<file path="config.mk">
export PLATFORM = sky130hd
export DESIGN_NAME = mash11_modulator
export DESIGN_NICKNAME = d
export VERILOG_FILES = /design/src/rtl/mash_pkg.sv /design/src/rtl/mash_accum.sv /design/src/rtl/mash11_modulator.sv
export SDC_FILE = /design/constraint.sdc
export NUM_CORES = 1
export LEC_CHECK = 0
export ABC_AREA = 1
export BUFFER_PORTS_ARGS = -buffer_cell sky130_fd_sc_hd__buf_2
export CELL_PAD_IN_SITES_DETAIL_PLACEMENT = 0
export CELL_PAD_IN_SITES_GLOBAL_PLACEMENT = 1
export CORE_MARGIN = 2
export CORE_UTILIZATION = 45
export DETAILED_ROUTE_END_ITERATION = 8
export PLACE_DENSITY_LB_ADDON = 0.1
export SLEW_MARGIN = 20
export SYNTH_ARGS = -nofsm -noshare
export SYNTH_HDL_FRONTEND = slang
export SYNTH_SLANG_ARGS = --single-unit
export TNS_END_PERCENT = 50
</file>
<file path="constraint.sdc">
create_clock -name aclk -period 3.6 [get_ports aclk]
set_input_delay 0.54 -clock aclk [delete_from_list [all_inputs] [get_ports aclk]]
set_output_delay 0.54 -clock aclk [all_outputs]
set_load 0.05 [all_outputs]
</file>
<file path="src/rtl/mash_pkg.sv">
// Shared types and constants for the MASH 1-1 delta-sigma modulator.
package mash_pkg;

    localparam int unsigned DATA_WIDTH_DEFAULT = 16;
    localparam int unsigned CLK_DIV_DEFAULT    = 4;

    typedef logic [DATA_WIDTH_DEFAULT-1:0] sample_t;
    typedef logic [1:0]                    dac_code_t;

    // Code for signed level 0 (code = level + 1).
    localparam dac_code_t DAC_CODE_ZERO = 2'd1;

    // Combine the two stage carries into the offset output code:
    // y = c1 + c2 - c2_d in -1..+2, returned as y + 1 in 0..3.
    function automatic dac_code_t level_to_code(input logic c1, input logic c2, input logic c2_d);
        return dac_code_t'(2'd1 + {1'b0, c1} + {1'b0, c2} - {1'b0, c2_d});
    endfunction

endpackage

</file>
<file path="src/rtl/mash_accum.sv">
// One first-order error-feedback stage: accumulator with carry-out.
module mash_accum #(
    parameter int unsigned DATA_WIDTH = 16
) (
    input  logic                  aclk,
    input  logic                  arst_n,
    input  logic                  i_tick,
    input  logic [DATA_WIDTH-1:0] i_in,
    output logic [DATA_WIDTH-1:0] o_residue_c,
    output logic                  o_carry_c
);

    logic [DATA_WIDTH-1:0] r_acc;
    logic [DATA_WIDTH:0]   w_sum;

    assign w_sum       = {1'b0, r_acc} + {1'b0, i_in};
    assign o_residue_c = w_sum[DATA_WIDTH-1:0];
    assign o_carry_c   = w_sum[DATA_WIDTH];

    // Commit the new residue on each modulator tick; wraps modulo 2^DATA_WIDTH.
    always_ff @(posedge aclk or negedge arst_n) begin
        if (!arst_n) begin
            r_acc <= '0;
        end else if (i_tick) begin
            r_acc <= w_sum[DATA_WIDTH-1:0];
        end
    end

endmodule

</file>
<file path="src/rtl/mash11_modulator.sv">
// Second-order MASH 1-1 modulator: AXI-stream sample in, 2-bit DAC code out.
module mash11_modulator
    import mash_pkg::*;
#(
    parameter int unsigned DATA_WIDTH = DATA_WIDTH_DEFAULT,
    parameter int unsigned CLK_DIV    = CLK_DIV_DEFAULT
) (
    input  logic                  aclk,
    input  logic                  arst_n,
    input  logic                  enable,
    input  logic [DATA_WIDTH-1:0] s_axis_data_tdata,
    input  logic                  s_axis_data_tvalid,
    output logic                  s_axis_data_tready,
    output logic [1:0]            dac_code,
    output logic                  dac_strobe,
    output logic                  underrun
);

    localparam int unsigned        CNT_W    = (CLK_DIV > 1) ? $clog2(CLK_DIV) : 1;
    localparam logic [CNT_W-1:0]   CNT_LAST = CNT_W'(CLK_DIV - 1);

    logic [CNT_W-1:0]      r_cnt;
    logic [DATA_WIDTH-1:0] r_hold;
    logic                  r_hold_valid;
    logic                  r_tready;
    logic [DATA_WIDTH-1:0] r_x;
    logic                  r_c2_d;
    dac_code_t             r_dac_code;
    logic                  r_dac_strobe;
    logic                  r_underrun;

    logic                  w_tick;
    logic                  w_accept;
    logic [DATA_WIDTH-1:0] w_res1;
    logic [DATA_WIDTH-1:0] w_res2_unused;
    logic                  w_c1;
    logic                  w_c2;
    dac_code_t             w_code;

    assign w_tick   = enable && (r_cnt == CNT_LAST);
    assign w_accept = s_axis_data_tvalid && r_tready;
    assign w_code   = level_to_code(w_c1, w_c2, r_c2_d);

    assign s_axis_data_tready = r_tready;
    assign dac_code           = r_dac_code;
    assign dac_strobe         = r_dac_strobe;
    assign underrun           = r_underrun;

    // Stage 1 integrates the working sample captured before this tick.
    mash_accum #(.DATA_WIDTH(DATA_WIDTH)) u_stage1 (
        .aclk        (aclk),
        .arst_n      (arst_n),
        .i_tick      (w_tick),
        .i_in        (r_x),
        .o_residue_c (w_res1),
        .o_carry_c   (w_c1)
    );

    // Stage 2 integrates stage 1's freshly computed residue.
    mash_accum #(.DATA_WIDTH(DATA_WIDTH)) u_stage2 (
        .aclk        (aclk),
        .arst_n      (arst_n),
        .i_tick      (w_tick),
        .i_in        (w_res1),
        .o_residue_c (w_res2_unused),
        .o_carry_c   (w_c2)
    );

    // Tick divider: counts 0..CLK_DIV-1 while enabled, cleared while frozen.
    always_ff @(posedge aclk or negedge arst_n) begin
        if (!arst_n) begin
            r_cnt <= '0;
        end else if (!enable || w_tick) begin
            r_cnt <= '0;
        end else begin
            r_cnt <= r_cnt + CNT_W'(1);
        end
    end

    // One-entry holding buffer; a tick moves it into the working sample.
    // Accept and drain cannot coincide since tready is low while full.
    always_ff @(posedge aclk or negedge arst_n) begin
        if (!arst_n) begin
            r_hold       <= '0;
            r_hold_valid <= 1'b0;
            r_tready     <= 1'b1;
            r_x          <= '0;
        end else if (w_accept) begin
            r_hold       <= s_axis_data_tdata;
            r_hold_valid <= 1'b1;
            r_tready     <= 1'b0;
        end else if (w_tick && r_hold_valid) begin
            r_x          <= r_hold;
            r_hold_valid <= 1'b0;
            r_tready     <= 1'b1;
        end
    end

    // Output code, strobe, stage-2 carry delay and sticky underrun.
    always_ff @(posedge aclk or negedge arst_n) begin
        if (!arst_n) begin
            r_c2_d       <= 1'b0;
            r_dac_code   <= DAC_CODE_ZERO;
            r_dac_strobe <= 1'b0;
            r_underrun   <= 1'b0;
        end else begin
            r_dac_strobe <= w_tick;
            if (w_tick) begin
                r_dac_code <= w_code;
                r_c2_d     <= w_c2;
                if (!r_hold_valid) begin
                    r_underrun <= 1'b1;
                end
            end else if (!enable) begin
                r_dac_code <= DAC_CODE_ZERO;
            end
        end
    end

endmodule
</file>
==> reports/qor.txt <==
largest net degree at the start of global routing: 74
Inserted Clock Buffers: 9
CP endpoint kind: flip-flop
fin crit period: 3.241 ns
placeable core area: 10180 um^2
placed inst area: 4905 um^2
post-synth cell types: 30
first-pass GRT wire length: 17400 um
Antenna Violating Nets Remaining: 0
Most used DFF post-synth: dfrtp_1
antenna violations before repair: 0
Setup Crit Path Kind: reg -> reg
Die Y: 105.6 um
boundary pin count: 25
# Max-Cap Violations: 0
Worst-Margin Slew: 0.9288 ns
I/O Buffers: 24
Seq/Total Area, Yosys: 0.3939
HPWL Detailed: 7317 um
ANT cells: 0
Yosys reg bits: 73
Worst Setup Start Kind: flip-flop
mean area per synthesized cell: 7.190 um^2
Rows: 37
fin util: 0.5077
WP data arrival: 3.54 ns
layout cell share with drive strength beyond 1: 0.09615
synthesis-to-layout area growth: 11.34%
final hold viol count: 0
leak pwr: 2.973 nW
max frequency: 308.5 MHz
clock network fraction of total power: 0.155
RSZ-0062 raised after global routing: no
GRT met2 Usage: 0.3184
switch share: 0.4662
post-CTS setup buffers: 0
Async SR Flop Fraction: 1.000
worst-case reg-to-reg path depth: 19
H-tree lvl count: 3
Hold WS: 0.2978 ns
clk sink count: 73
met3 GRT Util: 0.02783
GRT Total Usage: 0.1964
busiest grt layer: met2
Switch Pwr: 2.444 mW
WL final: 9655 um
met1 usage: 0.2655
final number of max-transition violations: 0
Design Area, Final: 5171 um^2
vias in the first global route: 3786
Cell Area, Synth: 4644 um^2
Gate Count Post-Synth: 646
status: complete, no violations
Clock Root Buffer: clkbuf_8
Tcrit/Tclk final: 0.9003
GPL Wtd Cong: 0.8923
full die area: 11150 um^2
fin nets: 727
combinational share of power: 0.590
DR WL/cell: 11.89 um
Slew headroom: 0.3808
# DRC: 0
Max IR drop VDD: 0.3458 mV
Clk Latency, worst-skew pair: 0.36 ns
DIE WIDTH: 105.6 um
Yosys warning count: 0
# setup viols final: 0
routed vias: 3802
Seq pwr share: 0.255
filler cell count: 1041
Starting Density: 0.4560
sum of negative setup slack: 0 ns
TritonCTS clock tree: yes
Worst Hold Class: in -> async
Int Power: 2.799 mW
total congestion overflow: 0
CTS max path bufs: 2
Mapped Nets: 702
Post-synth EDFFs: 0
DRT Pass-1 Iters: 5
Starting DRT DRC Count: 113
CP max FO: 5
required time of the worst setup path: 3.90 ns
vias per cell: 4.682
Worst-path clk slew: 0.08 ns
Worst Clk Skew: 0.007086 ns
PwrDens: 1014 nW/um^2
## synthesized netlist by cell type (5+ instances only)
| library cell | count | area (um^2) |
|---|---|---|
| nand3_1 | 34 | 170.2 |
| nor3_1 | 5 | 25.02 |
| buf_2 | 5 | 25.02 |
| clkbuf_1 | 8 | 30.03 |
| dfrtp_1 | 71 | 1777 |
| o21ai_0 | 39 | 195.2 |
| nand2_2 | 7 | 43.79 |
| inv_1 | 95 | 356.6 |
| nand2_1 | 259 | 972.2 |
| ha_1 | 33 | 412.9 |
| a21oi_1 | 21 | 105.1 |
| and2_1 | 8 | 50.05 |
| nor2_1 | 25 | 93.84 |
## area by class of cell
class	count	area, um^2	area share
clock buffers	12	155.1	0.03000
clock inverters	4	98.84	0.01911
inverters	96	360.3	0.06968
multi-input cells	464	2412	0.4665
flip-flops and latches	73	1829	0.3537
well taps	136	170.2	0.03291
repair buffers	27	145.1	0.02807
## registers in the layout (all words and copies together), names as in the netlist
name,count
r_hold,16
r_x,16
u_stage1.r_acc,16
u_stage2.r_acc,16
dac_code,2
r_cnt,2
dac_strobe,1
r_c2_d,1
r_hold_valid,1
s_axis_data_tready,1
underrun,1
## per-stage QoR
step	setup slack (ns)	instances	power (mW)
6_report	0.3588	812	5.243
3_3_place_gp	0.2835	796	4.371
2_1_floorplan	0.4765	646	3.754
3_5_place_dp	0.2186	796	4.431
5_1_grt	0.01146	812	5.889
4_1_cts	0.2006	812	5.272
## path summary, 6_finish.rpt
path / start / endpoint / slack (ns)
worst max-delay path: r_x[0]$_DFFE_PN0P_ / dac_code[0]$_DFFE_PN1P_ / 0.36
worst min-delay path: arst_n / u_stage2.r_acc[9]$_DFFE_PN0P_ / 0.30
worst max register to register: r_x[0]$_DFFE_PN0P_ / dac_code[0]$_DFFE_PN1P_ / 0.36
worst min register to register: r_cnt[0]$_DFF_PN0_ / r_cnt[0]$_DFF_PN0_ / 0.44
max in group asynchronous: arst_n / u_stage2.r_acc[15]$_DFFE_PN0P_ / 2.68
min in group aclk: s_axis_data_tdata[4] / r_hold[4]$_DFFE_PN0P_ / 0.39
## metal layers
metal | part of all wire | vias up
met3 | 0.023 | 13
met4 | 0.020 | 0
met5 | 0 | -
met2 | 0.44 | 42
met1 | 0.52 | 1687
li1 | - | 2060
## power groups by stage
stage / registers (mW) / clock network, mW / logic (mW)
finish: 1.34 / 0.811 / 3.09
global route: 1.38 / 0.866 / 3.64
CTS: 1.34 / 0.836 / 3.10
detailed placement: 1.35 / 0 / 3.08
global placement: 1.34 / 0 / 3.03
floorplan: 1.35 / 0 / 2.41
## cells by family after synthesis
| kind of cell | Yosys count | share of synthesized area |
|---|---|---|
| AOI/OAI and AO/OA | 64 | 0.07139 |
| xor gates and xnor gates | 10 | 0.02532 |
| adders and majority gates | 36 | 0.1018 |
| buffers and inverters | 109 | 0.08944 |
| DFF | 73 | 0.3939 |
| and+or+nand+nor | 354 | 0.3182 |
## layout by cell type (no fill, tap or decap), types with 3 or more instances in the layout
cell type,n
a21oi_1,19
a21oi_2,3
and2_1,8
buf_2,23
buf_4,4
bufinv_16,3
clkbuf_8,11
dfrtp_1,71
ha_1,33
inv_1,95
nand2_1,258
nand2_2,8
nand3_1,34
nand3b_1,4
nor2_1,25
nor3_1,5
nor3_2,3
o21ai_0,39
or2_1,3
xor2_1,4
xor2_2,4
## critical path, stage by stage, from the launching register on
cell and delay, ns:
dfrtp_1 0.39, ha_1 0.24, fa_2 0.37, nand2_1 0.07, nand2_1 0.05, nand3b_1 0.09, nand2_2 0.09, nand2_1 0.09
nand3b_1 0.08, and2_1 0.16, ha_1 0.34, nand2_2 0.12, inv_1 0.05, a21oi_2 0.18, nor3_1 0.06, nor2_1 0.08
nand2_1 0.07, inv_1 0.08, fa_1 0.43, a21oi_2 0.13
## what timing repair did
action | CTS | global route
endpoints found under the setup margin | 0 | 2
gates resized for setup | 0 | 4
hold buffers | 0 | 0
Power figures use the tool's default switching activity.
